### src/rtl/npc_ras.sv
// Next-PC generator with a circular return-address stack that predicts jr targets
// and counts taken branches and return mispredictions.
module npc_ras #(
    parameter logic [31:0] RESET_PC  = 32'h0000_3000,
    parameter int          RAS_DEPTH = 4,
    parameter int          CNT_W     = 32
) (
    input  logic             clk,
    input  logic             reset,
    input  logic             en,
    input  logic             D_valid,
    input  logic [2:0]       NPCOp,
    input  logic [31:0]      D_PC,
    input  logic [25:0]      D_Imm26,
    input  logic [15:0]      D_Imm16,
    input  logic [31:0]      D_RS,
    input  logic [31:0]      D_RT,
    output logic [31:0]      F_PC,
    output logic             redirect,
    output logic [31:0]      ras_top,
    output logic [4:0]       ras_cnt,
    output logic             ras_miss,
    output logic [CNT_W-1:0] br_taken_cnt,
    output logic [CNT_W-1:0] ras_miss_cnt
);
    localparam int PW = (RAS_DEPTH > 1) ? $clog2(RAS_DEPTH) : 1;

    localparam logic [2:0] OP_SEQ  = 3'b000;
    localparam logic [2:0] OP_BEQ  = 3'b001;
    localparam logic [2:0] OP_BNE  = 3'b010;
    localparam logic [2:0] OP_JAL  = 3'b011;
    localparam logic [2:0] OP_JR   = 3'b100;
    localparam logic [2:0] OP_JALR = 3'b101;
    localparam logic [2:0] OP_BGEZ = 3'b110;
    localparam logic [2:0] OP_BLTZ = 3'b111;

    logic [31:0]      f_pc_q, f_pc_d;
    logic [31:0]      mem_q [RAS_DEPTH];
    logic [31:0]      mem_d [RAS_DEPTH];
    logic [PW-1:0]    ptr_q, ptr_d;
    logic [4:0]       cnt_q, cnt_d;
    logic             miss_q, miss_d;
    logic [CNT_W-1:0] br_cnt_q, br_cnt_d;
    logic [CNT_W-1:0] miss_cnt_q, miss_cnt_d;

    logic        act;
    logic [2:0]  op;
    logic        taken;
    logic        is_branch;
    logic [31:0] target;
    logic [31:0] br_target;
    logic [31:0] top_val;
    logic        push;
    logic        pop;
    logic        mispredict;

    assign act = en & D_valid;
    // An inactive slot behaves as a plain sequential step, whatever NPCOp says.
    assign op  = act ? NPCOp : OP_SEQ;

    assign br_target = D_PC + 32'd4 + {{14{D_Imm16[15]}}, D_Imm16, 2'b00};

    always_comb begin
        taken     = 1'b0;
        is_branch = 1'b0;
        target    = br_target;
        unique case (op)
            OP_SEQ:  taken = 1'b0;
            OP_BEQ:  begin taken = (D_RS == D_RT); is_branch = 1'b1; end
            OP_BNE:  begin taken = (D_RS != D_RT); is_branch = 1'b1; end
            OP_BGEZ: begin taken = ~D_RS[31];      is_branch = 1'b1; end
            OP_BLTZ: begin taken = D_RS[31];       is_branch = 1'b1; end
            OP_JAL:  begin taken = 1'b1; target = {D_PC[31:28], D_Imm26, 2'b00}; end
            OP_JR,
            OP_JALR: begin taken = 1'b1; target = D_RS; end
            default: taken = 1'b0;
        endcase
    end

    assign redirect   = act & taken;
    assign top_val    = (cnt_q != 5'd0) ? mem_q[ptr_q - PW'(1)] : 32'd0;
    assign push       = (op == OP_JAL) || (op == OP_JALR);
    assign pop        = (op == OP_JR);
    // The prediction is only scored; the jr target always comes from D_RS.
    assign mispredict = pop && ((cnt_q == 5'd0) || (top_val != D_RS));

    always_comb begin
        f_pc_d     = f_pc_q;
        mem_d      = mem_q;
        ptr_d      = ptr_q;
        cnt_d      = cnt_q;
        miss_d     = 1'b0;
        br_cnt_d   = br_cnt_q;
        miss_cnt_d = miss_cnt_q;
        if (en) begin
            f_pc_d = redirect ? target : f_pc_q + 32'd4;
            miss_d = mispredict;
            if (push) begin
                mem_d[ptr_q] = D_PC + 32'd8;
                ptr_d        = ptr_q + PW'(1);
                if (cnt_q != 5'(RAS_DEPTH))
                    cnt_d = cnt_q + 5'd1;
            end else if (pop && cnt_q != 5'd0) begin
                ptr_d = ptr_q - PW'(1);
                cnt_d = cnt_q - 5'd1;
            end
            if (is_branch && taken && br_cnt_q != '1)
                br_cnt_d = br_cnt_q + CNT_W'(1);
            if (mispredict && miss_cnt_q != '1)
                miss_cnt_d = miss_cnt_q + CNT_W'(1);
        end
    end

    always_ff @(posedge clk or negedge reset) begin
        if (!reset) begin
            f_pc_q     <= RESET_PC;
            for (int i = 0; i < RAS_DEPTH; i++)
                mem_q[i] <= 32'd0;
            ptr_q      <= '0;
            cnt_q      <= 5'd0;
            miss_q     <= 1'b0;
            br_cnt_q   <= '0;
            miss_cnt_q <= '0;
        end else begin
            f_pc_q     <= f_pc_d;
            mem_q      <= mem_d;
            ptr_q      <= ptr_d;
            cnt_q      <= cnt_d;
            miss_q     <= miss_d;
            br_cnt_q   <= br_cnt_d;
            miss_cnt_q <= miss_cnt_d;
        end
    end

    assign F_PC         = f_pc_q;
    assign ras_top      = top_val;
    assign ras_cnt      = cnt_q;
    assign ras_miss     = miss_q;
    assign br_taken_cnt = br_cnt_q;
    assign ras_miss_cnt = miss_cnt_q;

endmodule

### config.mk
export PLATFORM = sky130hd
export DESIGN_NAME = npc_ras
export DESIGN_NICKNAME = d
export VERILOG_FILES = /design/src/rtl/npc_ras.sv
export SDC_FILE = /design/constraint.sdc
export NUM_CORES = 1
export LEC_CHECK = 0
export ABC_AREA = 1
export BUFFER_PORTS_ARGS = -buffer_cell sky130_fd_sc_hd__buf_2
export CORE_MARGIN = 2
export CORE_UTILIZATION = 55
export DETAILED_ROUTE_END_ITERATION = 8
export PLACE_DENSITY = 0.86
export SYNTH_ARGS = -nofsm -noshare
export SYNTH_HDL_FRONTEND = slang
export SYNTH_SLANG_ARGS = --single-unit
### constraint.sdc
create_clock -name clk -period 3.5 [get_ports clk]
set_input_delay 0.525 -clock clk [delete_from_list [all_inputs] [get_ports clk]]
set_output_delay 0.525 -clock clk [all_outputs]
set_load 0.01 [all_outputs]
==> results.tsv, run 1 <==
stage	metric	value	unit
sta	finalSetupTns	0	ps
yosys	post-synth-top-area-fraction	33.5	%
routing	vias	18900	
yosys	avgSynthCellArea	6.65	sq um
floorplanning	initial_core_util	56.0	%
global_routing	overflow	0	
floorplanning	die_h	181	um
power_and_ir_drop	switchingPower	0.00637	W
power_and_ir_drop	vdd_drop_max	0.481	mV
placement	dp_hpwl	50100	um
floorplanning	dieArea	32700	sq um
clock_network	clkLatencyLatePin	580	ps
yosys	synth.area.top_cells	dfrtp_1 (34%), nand2_1 (20%), inv_1 (6.5%)	
yosys	synthFlopType	dfrtp_1	
worst_setup_path	worstSetupPathType	reg -> reg	
placement	dpl_cell_area	19000	sq um
cells_and_area	multi_input_area	9780	sq um
sta	rsz0062_at_grt	false	
cells_and_area	area_growth	15.8	%
worst_setup_path	crit_chain	buf_4 -> nand2_1 -> o211ai_1 -> nand2_1 -> nand2_1 -> nand2_1 -> nand2_1 -> nand2_1 -> nor2_1 -> nand2_1 -> nor2_1 -> nand2_2 -> nand3_2 -> buf_4 -> nand2_1 -> nand2_1	
routing	drcViolationCount	2	
run_status	violations	DRC	
yosys	postSynth.asyncResetShare	100	%
sta	fin_crit_sh	93.6	%
yosys	ys_ff_latch	232	
routing	post_drt_wl_per_cell	20.0	um
clock_network	cts_resized	0	
clock_network	cts.clk_slew.worst_paths	70	ps
power_and_ir_drop	p_per_area	696	nW/um^2
clock_network	clock_sinks	232	
worst_setup_path	crit_buf_inv	2	
placement	gp_congestion	0.999	
clock_network	root_buffer	clkbuf_16	
clock_network	cts_tree	yes	
run_status	outcome	finished, violations left	
worst_setup_path	required	3990	ps
yosys	postSynthNetCount	2798	
cells_and_area	final_layout_size_suffix_gt1_share	14.0	%
sta	setup_violations	0	
routing	antenna_left	0	
global_routing	grt_pass1_vias	17700	
power_and_ir_drop	swShare	46.0	%
floorplanning	num_rows	64	
sta	slew_viol_final	0	
clock_network	cts_buffer_depth	3	
cells_and_area	final_common_cell	nand2_1	
floorplanning	die_w	181	um
global_routing	grt_max_degree	78	
yosys	yosysWarnings	0	
placement	io_buffers	279	
cells_and_area	stdcell_area	19900	sq um
sta	final_hold_viol_count	0	
sta	max_freq	305	MHz
worst_setup_path	critPathMaxFanout	77	
global_routing	grt_pass1_wl	101000	um
sta	post-route-min-period	3280	ps
clock_network	htreeDepth	1	
routing	drt_iter0_markers	1988	
worst_setup_path	cp_slowest_cell	buf_4	
routing	first_pass_iters	9	
power_and_ir_drop	pwr-share-comb	48.6	%
yosys	synth_area	17200	sq um
yosys	syn_inst	2583	
cells_and_area	nets	3062	
worst_setup_path	crit_top_cell	nand2_1	
worst_setup_path	crit_family	simple AND/OR/NAND/NOR gates	
floorplanning	pin_count	280	
yosys	synthDominantAreaCellType	dfrtp_1	
run	max_cap_viol_count	0	
global_routing	track_usage	39.3	%
yosys	synth.yosys.seq_area_share	33.8	%
worst_setup_path	cp.arrival	3770	ps
cells_and_area	final_cell_mix	nand2_1 (898), inv_1 (299), buf_2 (278)	
routing	routed_via_density	5.77	
floorplanning	core_area	30700	sq um
global_routing	antenna_found_initial	4	
yosys	yosysUniqueCellTypes	44	
clock_network	postCtsSetupRepairBufs	0	
sta	tightest_slew	874	ps
power_and_ir_drop	intPower	0.00748	W
clock_network	cts_inserted_buffers	27	
power_and_ir_drop	p_leak	10.7	nW
sta	fin_skew	33.3	ps
sta	relSlewSlack	41.8	%
worst_setup_path	cp-start-kind	flip-flop	
power_and_ir_drop	p_seq_share	30.2	%
worst_setup_path	end_kind	flip-flop	
worst_setup_path	max_stage_delay	690	ps
hold_path	hold_path.class	in -> reg	
yosys	synth_edf_count	0	
cells_and_area	n_fill_cell	2809	
routing	routed_wl	65400	um
cells_and_area	seq_area	5810	sq um
power_and_ir_drop	clockPowerShare	21.2	%
stage by stage:
stage	power (W)	setup WS [ps]	hold slack (ps)	utilization, %	cells
CTS	0.0137	343	262	64.8	3262
detailed placement	0.0107	296	466	61.8	3213
global placement	0.0105	380	460	61.8	3213
finish	0.0138	224	285	64.8	3265
floorplan	0.00827	916	229	-	2583
global route	0.0147	2.86	293	64.8	3264
layer usage:
| metal | global-route usage, % | routed length [um] | vias up |
|---|---|---|---|
| li1 | - | - | 8779 |
| met1 | 51.9 | 25100 | 8759 |
| met2 | 64.2 | 30000 | 1116 |
| met3 | 5.79 | 6880 | 199 |
| met4 | 17.6 | 3450 | 2 |
| met5 | 0 | 7 | - |
what timing repair did:
item,in CTS,in global routing
hold endpoints to repair,41,0
setup endpoints to repair,0,0
hold buffers,1,0
worst paths after layout:
path | start | to | slack (ps) | depth (start not counted)
max | ptr_q[0] | ras_miss_cnt[21] | 220 | 16
min | D_PC[3] | mem_q[35] | 280 | 2
max reg2reg | ptr_q[0] | ras_miss_cnt[21] | 220 | 16
min reg2reg | mem_q[59] | mem_q[59] | 480 | 2
max in group asynchronous | reset | F_PC[13] | 2100 | 3
min in group asynchronous | reset | br_taken_cnt[31] | 520 | 2
cell type report:
class | instances | area share [%]
Antenna cell | 3 | 0.0378
Inverter | 311 | 5.88
Clock inverter | 12 | 0.831
Clock buffer | 36 | 3.72
Sequential cell | 232 | 29.2
Timing Repair Buffer | 315 | 8.63
Tap cell | 396 | 2.49
Multi-Input combinational cell | 1960 | 49.2
sequential cells by signal, indices dropped and copies added (netlist names):
register / count
ras_miss_cnt: 32
mem_q: 128
ras_cnt: 5
F_PC: 32
br_taken_cnt: 32
ras_miss: 1
ptr_q: 2
kinds of logic (layout without fill, tap and decap cells):
family,Yosys count,count (layout),synth area share [%]
AND/OR/NAND/NOR,1477,1477,36.2
buffers and inverters,391,674,9.27
AO/OA/AOI/OAI,272,272,8.35
flip-flops,232,232,33.8
XOR/XNOR,141,141,7.19
adder cells (fa/ha/maj),70,70,5.19
other,0,3,0
power by group through the flow:
stage | registers [W] | clock network (W) | logic [W]
after floorplan | 0.00411 | 0 | 0.00416
after global placement | 0.00415 | 0 | 0.00635
after detailed placement | 0.00419 | 0 | 0.00650
after CTS | 0.00415 | 0.00294 | 0.00657
after global routing | 0.00427 | 0.00305 | 0.00740
final | 0.00418 | 0.00294 | 0.00673
synth_stat cells, types with 3 or more instances:
library cell / number
xnor2_1: 40
nor2_1: 219
inv_1: 299
nand2_2: 5
o21ai_0: 163
nand3b_1: 11
dfrtp_1: 230
a21boi_0: 3
inv_2: 9
o21bai_1: 3
o21ai_1: 26
o211ai_1: 12
xor2_1: 101
nand4_1: 63
nand3_1: 169
nand2_1: 898
buf_4: 12
nor3b_1: 3
ha_1: 68
nor2_2: 4
nor4_1: 21
a21oi_1: 50
o22ai_1: 8
buf_2: 37
or2_2: 15
nand3_2: 3
nor3_1: 59
clkbuf_1: 27
buf_6: 4
No activity file was read; power rests on OpenSTA's default activity.
==> run 2, diff against run 1 <==
--- a/config.mk
+++ b/config.mk
@@ -5,12 +5,12 @@
 export SDC_FILE = /design/constraint.sdc
 export NUM_CORES = 1
 export LEC_CHECK = 0
-export ABC_AREA = 1
 export BUFFER_PORTS_ARGS = -buffer_cell sky130_fd_sc_hd__buf_2
 export CORE_MARGIN = 2
 export CORE_UTILIZATION = 55
+export CTS_BUF_LIST = sky130_fd_sc_hd__clkbuf_8
 export DETAILED_ROUTE_END_ITERATION = 8
-export PLACE_DENSITY = 0.86
+export PLACE_DENSITY = 0.87
 export SYNTH_ARGS = -nofsm -noshare
 export SYNTH_HDL_FRONTEND = slang
 export SYNTH_SLANG_ARGS = --single-unit
==> results.tsv, run 2 <==
stage	metric	value	unit
worst_setup_path	end_kind	flip-flop	
global_routing	grt_max_degree	87	
yosys	yosysUniqueCellTypes	78	
global_routing	antenna_found_initial	4	
clock_network	cts_tree	yes	
floorplanning	dieArea	28500	sq um
clock_network	htreeDepth	2	
global_routing	track_usage	36.9	%
yosys	synth_edf_count	0	
yosys	yosysWarnings	0	
sta	fin_crit_sh	96.4	%
run_status	outcome	complete, no violations	
worst_setup_path	reg2regPathDepth	12	
power_and_ir_drop	p_leak	8.51	nW
floorplanning	initial_core_util	55.7	%
yosys	synthDominantAreaCellType	dfrtp_1	
cells_and_area	final_cell_mix	buf_2 (278), dfrtp_1 (229), nand2_1 (208)	
worst_setup_path	worstSetupPathType	reg -> reg	
cells_and_area	final_layout_size_suffix_gt1_share	25.3	%
sta	post-route-min-period	3370	ps
clock_network	clkLatencyLatePin	600	ps
clock_network	cts_buffer_depth	3	
routing	post_drt_wl_per_cell	23.1	um
global_routing	grt_pass1_vias	14400	
clock_network	root_buffer	clkbuf_8	
routing	routed_via_density	6.44	
cells_and_area	nets	2116	
cells_and_area	n_fill_cell	2109	
cells_and_area	final_cells	2274	
sta	final_hold_viol_count	0	
clock_network	clock_sinks	232	
routing	drt_iter0_markers	2020	
worst_setup_path	cp.arrival	3800	ps
yosys	synth.yosys.seq_area_share	38.9	%
yosys	synth_area	14900	sq um
cells_and_area	largest-register	mem_q	
routing	routed_wl	52500	um
floorplanning	core_area	26800	sq um
sta	rsz0062_at_grt	false	
sta	relSlewSlack	47.9	%
global_routing	grt_pass1_wl	80900	um
clock_network	postCtsSetupRepairBufs	0	
yosys	post-synth-top-area-fraction	38.6	%
cells_and_area	multi_input_area	8600	sq um
sta	max_freq	296	MHz
placement	dp.cells	2199	
global_routing	busiest_layer	met2	
worst_setup_path	critPathMaxFanout	30	
routing	antenna_left	0	
yosys	syn_inst	1587	
routing	first_pass_iters	6	
yosys	synth.area.top_cells	dfrtp_1 (39%), xnor2_1 (5.9%), ha_1 (5.7%)	
yosys	ys_ff_latch	232	
clock_network	cts.clk_slew.worst_paths	70	ps
cells_and_area	largest_reg_flops	128	
hold_path	hold_path.class	in -> reg	
global_routing	grtUsageMet1	48.8	%
floorplanning	pin_count	280	
power_and_ir_drop	vdd_drop_max	0.709	mV
hold_path	min_path_cells	3	
clock_network	cts_inserted_buffers	40	
global_routing	met2_usage	56.9	%
power_and_ir_drop	p_per_area	672	nW/um^2
yosys	postSynthNetCount	1802	
yosys	avgSynthCellArea	9.40	sq um
cells_and_area	area_growth	20.1	%
worst_setup_path	cp-start-kind	flip-flop	
global_routing	use_met3	9.96	%
placement	gp_congestion	0.978	
cells_and_area	final_common_cell	buf_2	
run	max_cap_viol_count	0	
sta	finalSetupTns	0	ps
cells_and_area	seq_area	5810	sq um
floorplanning	die_w	169	um
sta	setup_violations	0	
sta	slew_viol_final	0	
placement	io_buffers	279	
yosys	postSynth.asyncResetShare	100	%
floorplanning	num_rows	60	
sta	fin_skew	62.3	ps
sta	tightest_slew	778	ps
worst_setup_path	required	3930	ps
routing	drcViolationCount	0	
routing	vias	14600	
placement	dp_hpwl	39500	um
floorplanning	die_h	169	um
yosys	yosysMostFrequentCell	dfrtp_1	
global_routing	overflow	0	
sta	hold_slack	247	ps
yosys	synthFlopType	dfrtp_1	
yosys	yosys-top-cells-count	dfrtp_1 (230), nand2_1 (208), o21ai_0 (161), xnor2_1 (100), nor2_1 (83)	
[run 2: layer usage]
metal | part of all wire, % | wire length (um)
met5 | 0 | 0
met4 | 4.8 | 2500
met3 | 12 | 6470
met2 | 44 | 23300
met1 | 39 | 20300
[run 2: per-stage QoR]
stage,power [W],area (sq um),utilization (%),worst slack (ps)
after floorplan,0.00729,14900,-,168
after global placement,0.00899,17000,63.6,-95.1
after detailed placement,0.00922,17000,63.6,-137
after CTS,0.0119,17900,66.8,115
after global routing,0.0127,17900,66.9,32.0
final,0.0120,17900,66.9,126
[run 2: path summary, 6_finish.rpt]
kind | start | endpoint | slack, ps
max | ptr_q[0] | ras_miss_cnt[1] | 130
min | D_Imm26[18] | F_PC[20] | 250
max reg2reg | ptr_q[0] | ras_miss_cnt[1] | 130
min reg2reg | mem_q[39] | mem_q[39] | 480
max in group asynchronous | reset | F_PC[13] | 2030
min in group asynchronous | reset | ras_miss_cnt[21] | 560
[run 2: report_power, final]
group	internal, W	total, W	switching (W)
sequential	0.00349	0.00412	0.000628
combinational	0.00228	0.00525	0.00296
clock	0.00149	0.00268	0.00120
total	0.00726	0.0120	0.00479
[run 2: worst max-delay path, stage by stage (launching register included)]
cell and delay, ps:
dfrtp_2 410, inv_1 100, ha_1 350, buf_12 220
mux4_2 400, nor4bb_1 330, a31oi_1 80, o32ai_1 230
nand4_1 190, o21ai_2 220, buf_12 220, nor2_1 100
mux2_1 310
[run 2: kinds of logic (layout without fill, tap and decap cells)]
family	after synthesis	after routing	synth area share, %
compound gates	382	382	16.4
fa+ha+maj	70	70	5.97
xor+xnor	164	164	9.63
flops	232	232	38.9
other cells	0	5	0
mux	53	53	6.39
buf+inv	119	460	3.52
simple gates	567	567	19.1
[run 2: cell type report]
| type | count | area share, % |
|---|---|---|
| Sequential cell | 232 | 32.4 |
| Multi-Input combinational cell | 1236 | 48.0 |
| Timing Repair Buffer | 353 | 11.5 |
| Clock inverter | 17 | 0.831 |
| Antenna cell | 5 | 0.0698 |
| Tap cell | 341 | 2.38 |
| Inverter | 38 | 0.796 |
| Clock buffer | 52 | 3.99 |
[run 2: timing repair]
| item | CTS | global route |
|---|---|---|
| hold endpoints to repair | 18 | 0 |
| resized for setup | 0 | 1 |
| setup endpoints to repair | 0 | 12 |
| hold buffers | 1 | 0 |
==> run 3, diff against run 2 <==
==> config.mk (replaced) <==
export PLATFORM = sky130hd
export DESIGN_NAME = npc_ras
export DESIGN_NICKNAME = d
export VERILOG_FILES = /design/src/rtl/npc_ras.sv
export SDC_FILE = /design/constraint.sdc
export NUM_CORES = 1
export LEC_CHECK = 0
export ABC_AREA = 1
export BUFFER_PORTS_ARGS = -buffer_cell sky130_fd_sc_hd__buf_2
export CORE_MARGIN = 2
export CORE_UTILIZATION = 55
export CTS_BUF_LIST = sky130_fd_sc_hd__clkbuf_2
export DETAILED_ROUTE_END_ITERATION = 8
export PLACE_DENSITY = 0.86
export SYNTH_ARGS = -nofsm -noshare
export SYNTH_HDL_FRONTEND = slang
export SYNTH_SLANG_ARGS = --single-unit
==> results.tsv, run 3 (synthesis gave the netlist of run 1 again) <==
stage	metric	value	unit
run_status	outcome	complete, no violations	
clock_network	root_buffer	clkbuf_2	
worst_setup_path	end_kind	output pin	
cells_and_area	final_layout_size_suffix_gt1_share	15.7	%
placement	gp_congestion	0.999	
hold_path	min_path_cells	5	
global_routing	track_usage	39.8	%
global_routing	overflow	0	
sta	setup_slack	174	ps
global_routing	grt_max_degree	78	
sta	final_hold_viol_count	0	
clock_network	cts_inserted_buffers	67	
routing	drt_iter0_markers	2089	
clock_network	cts.clk_slew.worst_paths	110	ps
sta	fin_crit_sh	95.0	%
clock_network	cts_tree	yes	
placement	dpl_cell_area	19000	sq um
cells_and_area	final_cells	3353	
routing	post_drt_wl_per_cell	19.6	um
cells_and_area	stdcell_area	19800	sq um
placement	io_buffers	279	
placement	dp_hpwl	50100	um
sta	slew_viol_final	0	
sta	max_freq	301	MHz
cells_and_area	largest_reg_flops	128	
power_and_ir_drop	p_leak	10.8	nW
worst_setup_path	critPathMaxFanout	26	
floorplanning	num_rows	64	
floorplanning	core_area	30700	sq um
worst_setup_path	cp-start-kind	flip-flop	
placement	dp.cells	3213	
power_and_ir_drop	vdd_drop_max	0.484	mV
routing	routed_wl	65800	um
sta	tightest_slew	772	ps
sta	post-route-min-period	3330	ps
clock_network	postCtsSetupRepairBufs	0	
cells_and_area	final_cell_mix	nand2_1 (898), inv_1 (299), buf_2 (278)	
routing	vias	19200	
floorplanning	die_w	181	um
routing	routed_via_density	5.72	
worst_setup_path	required	2970	ps
routing	antenna_left	0	
global_routing	grt_pass1_wl	102000	um
clock_network	htreeDepth	3	
routing	first_pass_iters	8	
sta	finalSetupTns	0	ps
clock_network	clkLatencyLatePin	950	ps
hold_path	hold_path.class	in -> reg	
cells_and_area	nets	3121	
sta	setup_violations	0	
cells_and_area	largest-register	mem_q	
sta	relSlewSlack	48.1	%
global_routing	grt_pass1_vias	18200	
worst_setup_path	reg2regPathDepth	16	
cells_and_area	final_common_cell	nand2_1	
placement	pre_cts_ws	296	ps
worst_setup_path	cp.arrival	2800	ps
clock_network	clock_sinks	232	
sta	rsz0062_at_grt	false	
routing	drcViolationCount	0	
floorplanning	pin_count	280	
global_routing	antenna_found_initial	5	
power_and_ir_drop	p_per_area	661	nW/um^2
floorplanning	dieArea	32700	sq um
sta	fin_skew	73.9	ps
cells_and_area	area_growth	15.4	%
clock_network	cts_buffer_depth	3	
floorplanning	initial_core_util	56.0	%
run	max_cap_viol_count	0	
floorplanning	die_h	181	um
worst_setup_path	worstSetupPathType	reg -> out	
## run 3: layout make-up
class,instances,area [sq um]
clock buffer,93,465
inverter,311,1170
timing repair buffer,334,1920
antenna,3,7.51
clock inverter,24,169
sequential,232,5810
multi-input combinational,1960,9780
tap,396,495
fill,2864,10900
## run 3: layer usage
metal	GRT usage, %	routed length [um]
met4	19.9	3430
met2	64.1	30100
met1	50.8	24900
met3	8.65	7310
met5	0	23
## run 3: final timing paths
| path | endpoint | slack, ps | startpoint |
|---|---|---|---|
| max | ras_top[20] | 170 | ptr_q[0] |
| max in group asynchronous | F_PC[13] | 2440 | reset |
| min | F_PC[25] | 20 | D_Imm26[23] |
| min in group asynchronous | br_taken_cnt[29] | 160 | reset |
| min reg2reg | mem_q[59] | 490 | mem_q[59] |
| max reg2reg | ras_miss_cnt[13] | 390 | ptr_q[0] |
## run 3: repair_timing
item | 4_1_cts | 5_1_grt
endpoints found under the setup margin | 0 | 10
resized for setup | 0 | 5
hold buffers | 20 | 0
hold endpoints to repair | 103 | 0
## run 3: worst max-delay path, stage by stage, from the launching register on
cell,delay (ps)
dfrtp_2,390
inv_2,50
ha_1,320
inv_1,100
buf_6,260
o211ai_1,160
nand2_1,210
nand2_1,150
inv_1,80
buf_2,120
## run 3: where the power goes
| group | total, W | switching [W] | internal [W] |
|---|---|---|---|
| logic | 0.00674 | 0.00450 | 0.00224 |
| registers | 0.00417 | 0.000616 | 0.00355 |
| clock network | 0.00220 | 0.00132 | 0.000879 |
| total | 0.0131 | 0.00644 | 0.00667 |
## run 3: stage by stage
stage               utilization (%)  total power (W)  hold slack (ps)
floorplan                         -          0.00827              229
global placement               61.8           0.0105              460
detailed placement             61.8           0.0107              466
CTS                            64.5           0.0129             1.44
global route                   64.6           0.0141             20.3
finish                         64.6           0.0131             17.4
